[config.mk]
export PLATFORM = sky130hd
export DESIGN_NAME = dtree_feature_sequencer_flat
export DESIGN_NICKNAME = d
export VERILOG_FILES = /design/src/rtl/dtree_feature_sequencer_pkg.sv /design/src/rtl/dtree_feature_sequencer_if.sv /design/src/rtl/dtree_feature_sequencer_feat_regs.sv /design/src/rtl/dtree_feature_sequencer.sv /design/src/flat_wrapper.sv
export SDC_FILE = /design/constraint.sdc
export NUM_CORES = 1
export LEC_CHECK = 0
export ABC_CLOCK_PERIOD_IN_PS = 1960
export CORE_MARGIN = 10
export CORE_UTILIZATION = 48
export CTS_CLUSTER_DIAMETER = 100
export DETAILED_ROUTE_END_ITERATION = 10
export GPL_TIMING_DRIVEN = 0
export PLACE_DENSITY = 0.8
export SLEW_MARGIN = 0
export SYNTH_ARGS = -nofsm -noshare
export SYNTH_HDL_FRONTEND = slang
export SYNTH_SLANG_ARGS = --single-unit
[constraint.sdc]
create_clock -name clk -period 1.96 [get_ports clk]
set_input_delay 0.196 -clock clk [delete_from_list [all_inputs] [get_ports clk]]
set_output_delay 0.196 -clock clk [all_outputs]
set_load 0.01 [all_outputs]
[src/rtl/dtree_feature_sequencer_pkg.sv]
// dtree_seq_pkg: shared state encoding and default sizing for the decision-tree feature sequencer
package dtree_seq_pkg;
    localparam int DEF_N_FEAT  = 5;
    localparam int DEF_FEAT_W  = 8;
    localparam int DEF_CLASS_W = 5;
    localparam int DEF_SETTLE  = 3;
    localparam int IDX_W       = $clog2(DEF_N_FEAT);
    localparam int CNT_W       = 8;
    typedef enum logic [1:0] {ST_LOAD, ST_DROP, ST_SETTLE, ST_OUT} state_t;
endpackage

[src/rtl/dtree_feature_sequencer_if.sv]
// dtree_seq_if: feature stream in, core feature/class bus, class result out, status
// slave = sequencer view, master = environment (stream source, core, result sink)
interface dtree_seq_if #(
    parameter int N_FEAT  = 5,
    parameter int FEAT_W  = 8,
    parameter int CLASS_W = 5
);
    logic                     s_valid;
    logic                     s_ready;
    logic [FEAT_W-1:0]        s_data;
    logic                     s_last;
    logic [N_FEAT*FEAT_W-1:0] core_feat;
    logic [CLASS_W-1:0]       core_class;
    logic                     m_valid;
    logic                     m_ready;
    logic [CLASS_W-1:0]       m_class;
    logic                     err_len;
    logic                     busy;
    modport slave (
        input  s_valid, s_data, s_last, core_class, m_ready,
        output s_ready, core_feat, m_valid, m_class, err_len, busy
    );
    modport master (
        output s_valid, s_data, s_last, core_class, m_ready,
        input  s_ready, core_feat, m_valid, m_class, err_len, busy
    );
endinterface

[src/rtl/dtree_feature_sequencer_feat_regs.sv]
// dtree_feat_regs: N_FEAT x FEAT_W feature register file driving the flattened core bus
// ports: clk, rst_n (async clear), we_i/idx_i/wdata_i write port, core_feat_o flattened features
module dtree_feat_regs #(
    parameter int N_FEAT = 5,
    parameter int FEAT_W = 8,
    parameter int IW     = 3
) (
    input  logic                     clk,
    input  logic                     rst_n,
    input  logic                     we_i,
    input  logic [IW-1:0]            idx_i,
    input  logic [FEAT_W-1:0]        wdata_i,
    output logic [N_FEAT*FEAT_W-1:0] core_feat_o
);
    logic [N_FEAT*FEAT_W-1:0] feat_q;
    always_ff @(posedge clk or negedge rst_n)
        if (!rst_n) feat_q <= '0;
        else if (we_i)
            for (int k = 0; k < N_FEAT; k++)
                if (idx_i == IW'(k)) feat_q[k*FEAT_W +: FEAT_W] <= wdata_i;
    assign core_feat_o = feat_q;
endmodule

[src/rtl/dtree_feature_sequencer.sv]
// dtree_feature_sequencer: loads a serial feature frame, waits for the slow core to settle, returns its class
// ports: clk, rst_n (async, active-low), bus (dtree_seq_if.slave: stream in, core bus, result out, err_len, busy)
module dtree_feature_sequencer
    import dtree_seq_pkg::*;
#(
    parameter int N_FEAT  = DEF_N_FEAT,
    parameter int FEAT_W  = DEF_FEAT_W,
    parameter int CLASS_W = DEF_CLASS_W,
    parameter int SETTLE  = DEF_SETTLE
) (
    input  logic        clk,
    input  logic        rst_n,
    dtree_seq_if.slave  bus
);
    localparam int IW = (N_FEAT > 1) ? $clog2(N_FEAT) : 1;
    localparam logic [IW-1:0] LAST_IDX = IW'(N_FEAT - 1);
    state_t             state_q;
    logic [IW-1:0]      idx_q;
    logic [CNT_W-1:0]   cnt_q;
    logic               m_valid_q;
    logic [CLASS_W-1:0] m_class_q;
    logic               err_len_q;
    logic               hs, at_last, we;
    assign bus.s_ready = (state_q == ST_LOAD) || (state_q == ST_DROP);
    assign bus.busy    = (state_q == ST_SETTLE) || (state_q == ST_OUT);
    assign hs          = bus.s_valid && bus.s_ready;
    assign at_last     = idx_q == LAST_IDX;
    // a beat is stored only when s_last agrees with the position: short and long frames write nothing
    assign we          = hs && state_q == ST_LOAD && (bus.s_last == at_last);
    dtree_feat_regs #(.N_FEAT(N_FEAT), .FEAT_W(FEAT_W), .IW(IW)) u_regs (
        .clk(clk), .rst_n(rst_n), .we_i(we), .idx_i(idx_q), .wdata_i(bus.s_data), .core_feat_o(bus.core_feat)
    );
    always_ff @(posedge clk or negedge rst_n)
        if (!rst_n) begin
            state_q   <= ST_LOAD;
            idx_q     <= '0;
            cnt_q     <= '0;
            m_valid_q <= 1'b0;
            m_class_q <= '0;
            err_len_q <= 1'b0;
        end else begin
            err_len_q <= 1'b0;
            case (state_q)
                ST_LOAD:
                    if (hs) begin
                        if (at_last) begin
                            idx_q <= '0;
                            if (bus.s_last) begin
                                cnt_q   <= CNT_W'(SETTLE - 1);
                                state_q <= ST_SETTLE;
                            end else begin
                                err_len_q <= 1'b1;
                                state_q   <= ST_DROP;
                            end
                        end else if (bus.s_last) begin
                            err_len_q <= 1'b1;
                            idx_q     <= '0;
                        end else idx_q <= idx_q + 1'b1;
                    end
                ST_DROP:
                    if (hs && bus.s_last) state_q <= ST_LOAD;
                ST_SETTLE:
                    if (cnt_q == '0) begin
                        m_class_q <= bus.core_class;
                        m_valid_q <= 1'b1;
                        state_q   <= ST_OUT;
                    end else cnt_q <= cnt_q - 1'b1;
                ST_OUT:
                    if (bus.m_ready) begin
                        m_valid_q <= 1'b0;
                        state_q   <= ST_LOAD;
                    end
                default: state_q <= ST_LOAD;
            endcase
        end
    assign bus.m_valid = m_valid_q;
    assign bus.m_class = m_class_q;
    assign bus.err_len = err_len_q;
endmodule

[src/flat_wrapper.sv]
// flat-port wrapper written by rule: the top's interface ports become plain ports
module dtree_feature_sequencer_flat import dtree_seq_pkg::*;
#(
    parameter int N_FEAT  = DEF_N_FEAT,
    parameter int FEAT_W  = DEF_FEAT_W,
    parameter int CLASS_W = DEF_CLASS_W,
    parameter int SETTLE  = DEF_SETTLE
)
  (clk, rst_n, bus_s_valid, bus_s_data, bus_s_last, bus_core_class, bus_m_ready, bus_s_ready, bus_core_feat, bus_m_valid, bus_m_class, bus_err_len, bus_busy);
  dtree_seq_if #(.N_FEAT(N_FEAT), .FEAT_W(FEAT_W), .CLASS_W(CLASS_W)) bus_i ();
  input  logic clk;
  input  logic rst_n;
  input wire logic [$bits(bus_i.s_valid)-1:0] bus_s_valid;
  input wire logic [$bits(bus_i.s_data)-1:0] bus_s_data;
  input wire logic [$bits(bus_i.s_last)-1:0] bus_s_last;
  input wire logic [$bits(bus_i.core_class)-1:0] bus_core_class;
  input wire logic [$bits(bus_i.m_ready)-1:0] bus_m_ready;
  output wire logic [$bits(bus_i.s_ready)-1:0] bus_s_ready;
  output wire logic [$bits(bus_i.core_feat)-1:0] bus_core_feat;
  output wire logic [$bits(bus_i.m_valid)-1:0] bus_m_valid;
  output wire logic [$bits(bus_i.m_class)-1:0] bus_m_class;
  output wire logic [$bits(bus_i.err_len)-1:0] bus_err_len;
  output wire logic [$bits(bus_i.busy)-1:0] bus_busy;
  assign bus_i.s_valid = bus_s_valid;
  assign bus_i.s_data = bus_s_data;
  assign bus_i.s_last = bus_s_last;
  assign bus_i.core_class = bus_core_class;
  assign bus_i.m_ready = bus_m_ready;
  assign bus_s_ready = bus_i.s_ready;
  assign bus_core_feat = bus_i.core_feat;
  assign bus_m_valid = bus_i.m_valid;
  assign bus_m_class = bus_i.m_class;
  assign bus_err_len = bus_i.err_len;
  assign bus_busy = bus_i.busy;
  dtree_feature_sequencer #(.N_FEAT(N_FEAT), .FEAT_W(FEAT_W), .CLASS_W(CLASS_W), .SETTLE(SETTLE)) u_core (.clk(clk), .rst_n(rst_n), .bus(bus_i));
endmodule
==> results of run 1 <==
## cell type report
type | count | area, sq um
Fill cell | 391 | 1550
Sequential cell | 60 | 1500
Multi-Input combinational cell | 130 | 1010
Timing Repair Buffer | 69 | 693
Clock buffer | 9 | 124
Clock inverter | 7 | 91.3
Tap cell | 70 | 87.6
Inverter | 7 | 26.3
Buffer | 4 | 18.8
## metrics by stage
step | power (W) | utilization | area [sq um] | hold WS [ns] | setup slack [ns]
after floorplan | 0.00297 | - | 2530 | -0.0996 | 0.213
after global placement | 0.00398 | 0.642 | 3280 | 0.460 | -1.24
after detailed placement | 0.00407 | 0.645 | 3290 | 0.222 | -0.223
after CTS | 0.00531 | 0.692 | 3540 | 0.390 | 0.00177
after global routing | 0.00561 | 0.696 | 3560 | 0.432 | -0.0101
final | 0.00524 | 0.696 | 3560 | 0.385 | 0.109
## cells in the final DEF, fill, tap and decap left out, drive strengths merged, types with 4 or more instances in the layout
| master | netlist | routed |
|---|---|---|
| nand2 | 35 | 35 |
| clkinv | 0 | 4 |
| nand3 | 9 | 9 |
| clkdlybuf4s50 | 0 | 65 |
| buf | 2 | 6 |
| mux2 | 39 | 39 |
| ha | 7 | 7 |
| a21oi | 5 | 5 |
| o21ai | 6 | 6 |
| inv | 7 | 7 |
| clkbuf | 3 | 10 |
| dfrtp | 60 | 60 |
| nor2 | 6 | 6 |
## registers in the layout (all words and copies together) (netlist names)
signal / cells
u_core.u_regs.core_feat_o: 40
u_core.cnt_q: 8
u_core.bus.m_class: 5
u_core.idx_q: 3
u_core.state_q: 2
u_core.bus.err_len: 1
u_core.bus.m_valid: 1
## path summary, 6_finish.rpt
check	end	slack, ns	depth (start not counted)	startpoint
setup / recovery	u_core.u_regs.core_feat_o[26]	0.11	6	u_core.idx_q[0]
hold / removal	u_core.bus.err_len	0.38	2	rst_n
setup reg to reg	u_core.u_regs.core_feat_o[26]	0.11	6	u_core.idx_q[0]
hold reg to reg	u_core.u_regs.core_feat_o[39]	0.47	2	u_core.u_regs.core_feat_o[39]
max in group asynchronous	u_core.u_regs.core_feat_o[7]	0.99	3	rst_n
min in group clk	u_core.state_q[1]	0.46	2	bus_m_ready
## worst reg2reg max path, stage by stage, from the launching register on
cell,delay (ns)
dfrtp_1,0.42
inv_1,0.09
ha_1,0.24
and2_1,0.22
xnor2_2,0.22
nand3_4,0.21
mux2_2,0.34
## cells by family after synthesis
family,Yosys count
and+or+nand+nor,64
adders and majority gates,7
DFF,60
xor gates and xnor gates,2
muxes,41
buffers and inverters,12
AOI/OAI and AO/OA,16
## metal layers
layer | routed length, um | share of wire | up-vias
met5 | 0 | 0 | -
met4 | 114 | 0.019 | 0
met3 | 457 | 0.076 | 10
met2 | 2920 | 0.49 | 46
li1 | - | - | 856
met1 | 2510 | 0.42 | 851
## power by group through the flow
stage	Combinational [W]	Sequential [W]	Clock, W
floorplan	0.000789	0.00218	0
global route	0.00223	0.00209	0.00129
detailed placement	0.00203	0.00204	0
finish	0.00202	0.00202	0.00120
global placement	0.00197	0.00201	0
CTS	0.00205	0.00202	0.00124
## repair_timing
action | in CTS | in global routing
endpoints found under the setup margin | 11 | 27
cloned | 0 | 0
hold buffers | 1 | 0
buffers inserted | 0 | 1
resized for setup | 4 | 5
endpoints found under the hold margin | 23 | 0
pin swaps | 0 | 1
==> summary.md, run 1 <==
| Metric | Value |
|---|---|
| Synth Flop Type | `dfrtp_1` |
| Cell-internal power | `0.00358 W` |
| First-pass GRT wire length | `9780 um` |
| Maximum fanout along the worst path | `8` |
| Overall routing resource usage | `0.148` |
| Post-synthesis sequential element count | `60` |
| Fin. Hold Viols | `0` |
| Critical-path cell list | `inv_1 -> ha_1 -> and2_1 -> xnor2_2 -> nand3_4 -> mux2_2` |
| Sequential group share of total power | `0.385` |
| Worst stage delay on the critical path | `0.42 ns` |
| Top-area cell type share of the netlist area | `0.593` |
| H-tree level count | `3` |
| Clock transition at the registers of the reported paths | `0.07 ns` |
| Placer Congestion | `0.804` |
| Max-cap violations | `0` |
| DRC Markers | `0` |
| EDFF count, synth | `0` |
| ANT cells | `0` |
| Worst slew margin | `0.625` |
| Startpoint Class | `flop` |
| Sw Ratio | `0.317` |
| Outcome | `finished clean` |
| Critical path type | `flop to flop` |
| Simple-Gate Fraction of Synth Area | `0.128` |
| Met3 usage | `0.0621` |
| Number of global-route vias before repair | `1893` |
| Ys Warns | `0` |
| GRT met2 Usage | `0.234` |
| Buffers and inverters on the worst path | `1` |
| Worst slew pin tran | `0.562 ns` |
| NumNets Final | `306` |
| Post-Synth Adder-Cell Area | `0.0346` |
| Fraction of layout cells with a size suffix above 1 | `0.252` |
| Number of DRC markers in iteration 0 | `54` |
| Largest net degree at the start of global routing | `38` |
| XOR/XNOR share of the synthesized area | `0.00692` |
| Fmax | `540 MHz` |
| Post-synthesis cell area | `2530 sq um` |
| Layout area overhead | `40.6%` |
| Post-synth ARST share | `1.00` |
| Dpl cells | `339` |
| Pleak | `1.61 nW` |
| Syn Inst Count | `202` |
| Mean Syn Cell Area | `12.5 sq um` |
| Remaining antenna violation count | `0` |
| Gate power share | `0.386` |
| Most numerous cell in the Yosys netlist | `dfrtp_1` |
| Clock network power share | `0.229` |
| Fin. max-slew vios | `0` |
| Pwr dens | `1470 nW/um^2` |
| DRT Pass-1 Iters | `4` |
| RSZ-0062 raised after global routing | `yes` |
| CTS Root Buffer Type | `clkbuf_8` |
| Post-Layout Cell Count | `356` |
| Wirelength, routed | `6000 um` |
| Hold Crit Class | `primary input to async pin` |
| Switch Pwr | `0.00166 W` |
| Top Family by Delay on Critical Path | `simple AND/OR/NAND/NOR gates` |
| Cell variety after synth | `32` |
| Crit. End Element | `flop` |
| Clk_lat worst skew | `0.33 ns` |
| Busiest grt layer | `met2` |
| Vias/cell | `4.95` |
| Effective utilization at floorplan | `0.495` |
| Total die area | `8570 sq um` |
| IO Port Bufs | `66` |
| Overflow after GRT | `0` |
| Final period utilization | `0.944` |
| Synth area leader | `dfrtp_1` |
| Min Clock Period, post-route | `1.85 ns` |
| Die width | `92.6 um` |
| Placeable Area | `5110 sq um` |
| Complex-gate fraction of the synthesized area | `0.0371` |
| Commonest cells in the netlist | `60 x dfrtp_1, 38 x mux2_2, 32 x nand2_1, 9 x nand3_1` |
| Ports | `67` |
| Largest family of logic cells by synthesized area | `multiplexers` |
| CTS tree | `done` |
| Clock sink total | `60` |
| Clk_skew | `0.00733 ns` |
| Die Y | `92.6 um` |
| Setup_tns | `0 ns` |
| Post-DP HPWL | `4350 um` |
| Arr. time, crit path | `2.07 ns` |
| Via Count | `1763` |
| Clock tree buffer depth | `2` |
| Syn nets | `227` |
| Average wire per standard cell | `16.8 um` |
| Worst vdd ir | `0.000867 V` |
| Met1 Use GR | `0.164` |
| Area contributors post-synth | `dfrtp_1 59%, mux2_2 17%, nand2_1 4.7%` |
| Initial antenna violation count | `0` |
| CTS Buf Count | `9` |
| Row Count | `26` |
| Register area share after synthesis | `0.593` |
| Critical path's slowest cell | `dfrtp_1` |
| Data required time of the critical path | `2.18 ns` |
| Multiplexer share of the synthesized area | `0.182` |
| Final setup vio count | `0` |
(Power assumes the default switching activity.)
==> run 2, diff against run 1 <==
Settings changed: SLEW_MARGIN 0 to default.
==> results of run 2 <==
No change in the layout: final DEF, timing and power equal those of run 1.
==> run 3, diff against run 2 <==
Settings changed: CAP_MARGIN from default to 0, SETUP_SLACK_MARGIN from default to 0.1.
==> summary.md, run 3 (synthesis gave the netlist of run 1 again) <==
| Metric | Value |
|---|---|
| Cell count of the worst reg-to-reg path | `5 (-1)` |
| Data required time of the critical path | `2.17 ns (about the same)` |
| Clock transition at the registers of the reported paths | `0.07 ns (about the same)` |
| Hold Crit Class | `primary input to async pin` |
| Row Count | `26 (unchanged)` |
| Pwr dens | `1470 nW/um^2 (about the same)` |
| Placeable Area | `5110 sq um (unchanged)` |
| Overall routing resource usage | `0.148 (unchanged)` |
| Core Util, Final | `0.705 (+0.00833)` |
| Via Count | `1797 (+1.9%)` |
| R2R Setup Slk | `0.13 ns (+0.02 ns)` |
| Final setup vio count | `0 (unchanged)` |
| ANT cells | `0 (unchanged)` |
| Clk_skew | `0.00684 ns (-0.000486 ns)` |
| Startpoint Class | `flop` |
| H-tree level count | `3 (unchanged)` |
| Largest net degree at the start of global routing | `38 (unchanged)` |
| Vias/cell | `5.02 (+1.4%)` |
| Layout area overhead | `42.3%` |
| CTS Buf Count | `9 (unchanged)` |
| Arr. time, crit path | `2.05 ns (-0.02 ns)` |
| Final period utilization | `0.934 (-0.0102)` |
| IO Port Bufs | `66 (unchanged)` |
| Initial antenna violation count | `0 (unchanged)` |
| Placer Congestion | `0.804 (unchanged)` |
| Fin. Hold Viols | `0 (unchanged)` |
| DRC Markers | `0 (unchanged)` |
| RR Startpoint | `u_core.state_q[0]` |
| Pwr Total | `0.00531 W (+1.2%)` |
| Reg2reg end | `u_core.u_regs.core_feat_o[17]` |
| Fmax | `546 MHz (+1.1%)` |
| CTS tree | `done` |
| Worst slew pin tran | `0.567 ns (+0.00439 ns)` |
| Number of flip-flops in the largest register | `40 (unchanged)` |
| Fraction of layout cells with a size suffix above 1 | `0.264 (+0.0121)` |
| Number of DRC markers in iteration 0 | `94 (+74%)` |
| Outcome | `finished clean` |
| Pleak | `1.62 nW (+0.97%)` |
| Most frequent cells in the layout | `65 x clkdlybuf4s50_1, 60 x dfrtp_1, 38 x mux2_2` |
| Die Y | `92.6 um (unchanged)` |
| Min Clock Period, post-route | `1.83 ns (-0.0200 ns)` |
| Worst vdd ir | `0.000868 V (+0.11%)` |
| Clock sink total | `60 (unchanged)` |
| Clk_lat worst skew | `0.33 ns (about the same)` |
| Overflow after GRT | `0 (unchanged)` |
| DRT Pass-1 Iters | `4 (unchanged)` |
| NumNets Final | `308 (+0.65%)` |
| Crit path from | `u_core.state_q[0]` |
| Ports | `67 (unchanged)` |
| Fin. max-slew vios | `0 (unchanged)` |
| Clock tree buffer depth | `2 (unchanged)` |
| Number of global-route vias before repair | `1898 (+0.26%)` |
| Average wire per standard cell | `16.9 um (+0.60%)` |
| Total die area | `8570 sq um (unchanged)` |
| Max-cap violations | `0 (unchanged)` |
| Worst slew margin | `0.622 (-0.00292)` |
| Effective utilization at floorplan | `0.495 (unchanged)` |
| Maximum fanout along the worst path | `9 (+1)` |
| RSZ-0062 raised after global routing | `yes` |
| Remaining antenna violation count | `0 (unchanged)` |
| Commonest non-fill, non-tap cell in the layout | `clkdlybuf4s50_1` |
| Crit. End Element | `flop` |
| Die width | `92.6 um (unchanged)` |
| First-pass GRT wire length | `9770 um (about the same)` |
| Wirelength, routed | `6070 um (+1.2%)` |
| Critical path type | `flop to flop` |
| CTS Root Buffer Type | `clkbuf_8` |
| Post-DP HPWL | `4350 um (unchanged)` |
-- run 3: metal layers --
layer  track usage  vias up  part of all wire
li1              -      868                 -
met1         0.163      877              0.41
met2         0.235       44              0.49
met3        0.0621        8             0.077
met4        0.0835        0             0.018
met5             0        -                 0
-- run 3: worst max path at each step --
stage	end	slack [ns]	cells after the start
2_1_floorplan	u_core.u_regs.core_feat_o[24]	0.21	6
3_3_place_gp	u_core.u_regs.core_feat_o[11]	-1.24	1
3_5_place_dp	u_core.u_regs.core_feat_o[26]	-0.22	6
4_1_cts	u_core.bus.m_class[2]	0.07	3
5_1_grt	u_core.cnt_q[6]	0.05	5
6_report	u_core.u_regs.core_feat_o[17]	0.13	5
-- run 3: per-stage QoR --
stage / cells / instance area (sq um) / hold WS (ns) / TNS (ns) / setup WS (ns)
6_report: 358 / 3600 / 0.391 / 0 / 0.129
5_1_grt: 358 / 3600 / 0.432 / 0 / 0.0476
4_1_cts: 357 / 3550 / 0.390 / 0 / 0.0716
3_5_place_dp: 339 / 3290 / 0.222 / -2.83 / -0.223
3_3_place_gp: 338 / 3280 / 0.460 / -76.36 / -1.24
2_1_floorplan: 202 / 2530 / -0.0996 / 0 / 0.213
-- run 3: final cells by class --
cell class / instances / area, sq um
buffer: 5 / 28.8
clock buffer: 9 / 124
clock inverter: 7 / 91.3
fill: 387 / 1510
inverter: 7 / 26.3
multi-input combinational: 130 / 1040
sequential: 60 / 1500
tap: 70 / 87.6
timing repair buffer: 70 / 701
-- run 3: report_power, final --
group          total (W)  leakage, nW  switching (W)  internal [W]
clock network    0.00120        0.109       0.000488      0.000710
logic            0.00207        0.763       0.000890       0.00118
registers        0.00204        0.752       0.000326       0.00172
total            0.00531         1.62        0.00170       0.00360
-- run 3: repair_timing --
item / CTS / global route
pin swaps: 0 / 1
endpoints found under the hold margin: 23 / 0
setup endpoints to repair: 21 / 37
setup buffers: 1 / 1
hold buffers: 1 / 0
gates resized for setup: 7 / 11
-- run 3: critical path, cell delays in order, from the launching register on --
cell and delay [ns]:
dfrtp_1 0.35, buf_2 0.17, or3b_4 0.42, nor3_4 0.20, nand2_2 0.22, mux2_1 0.36
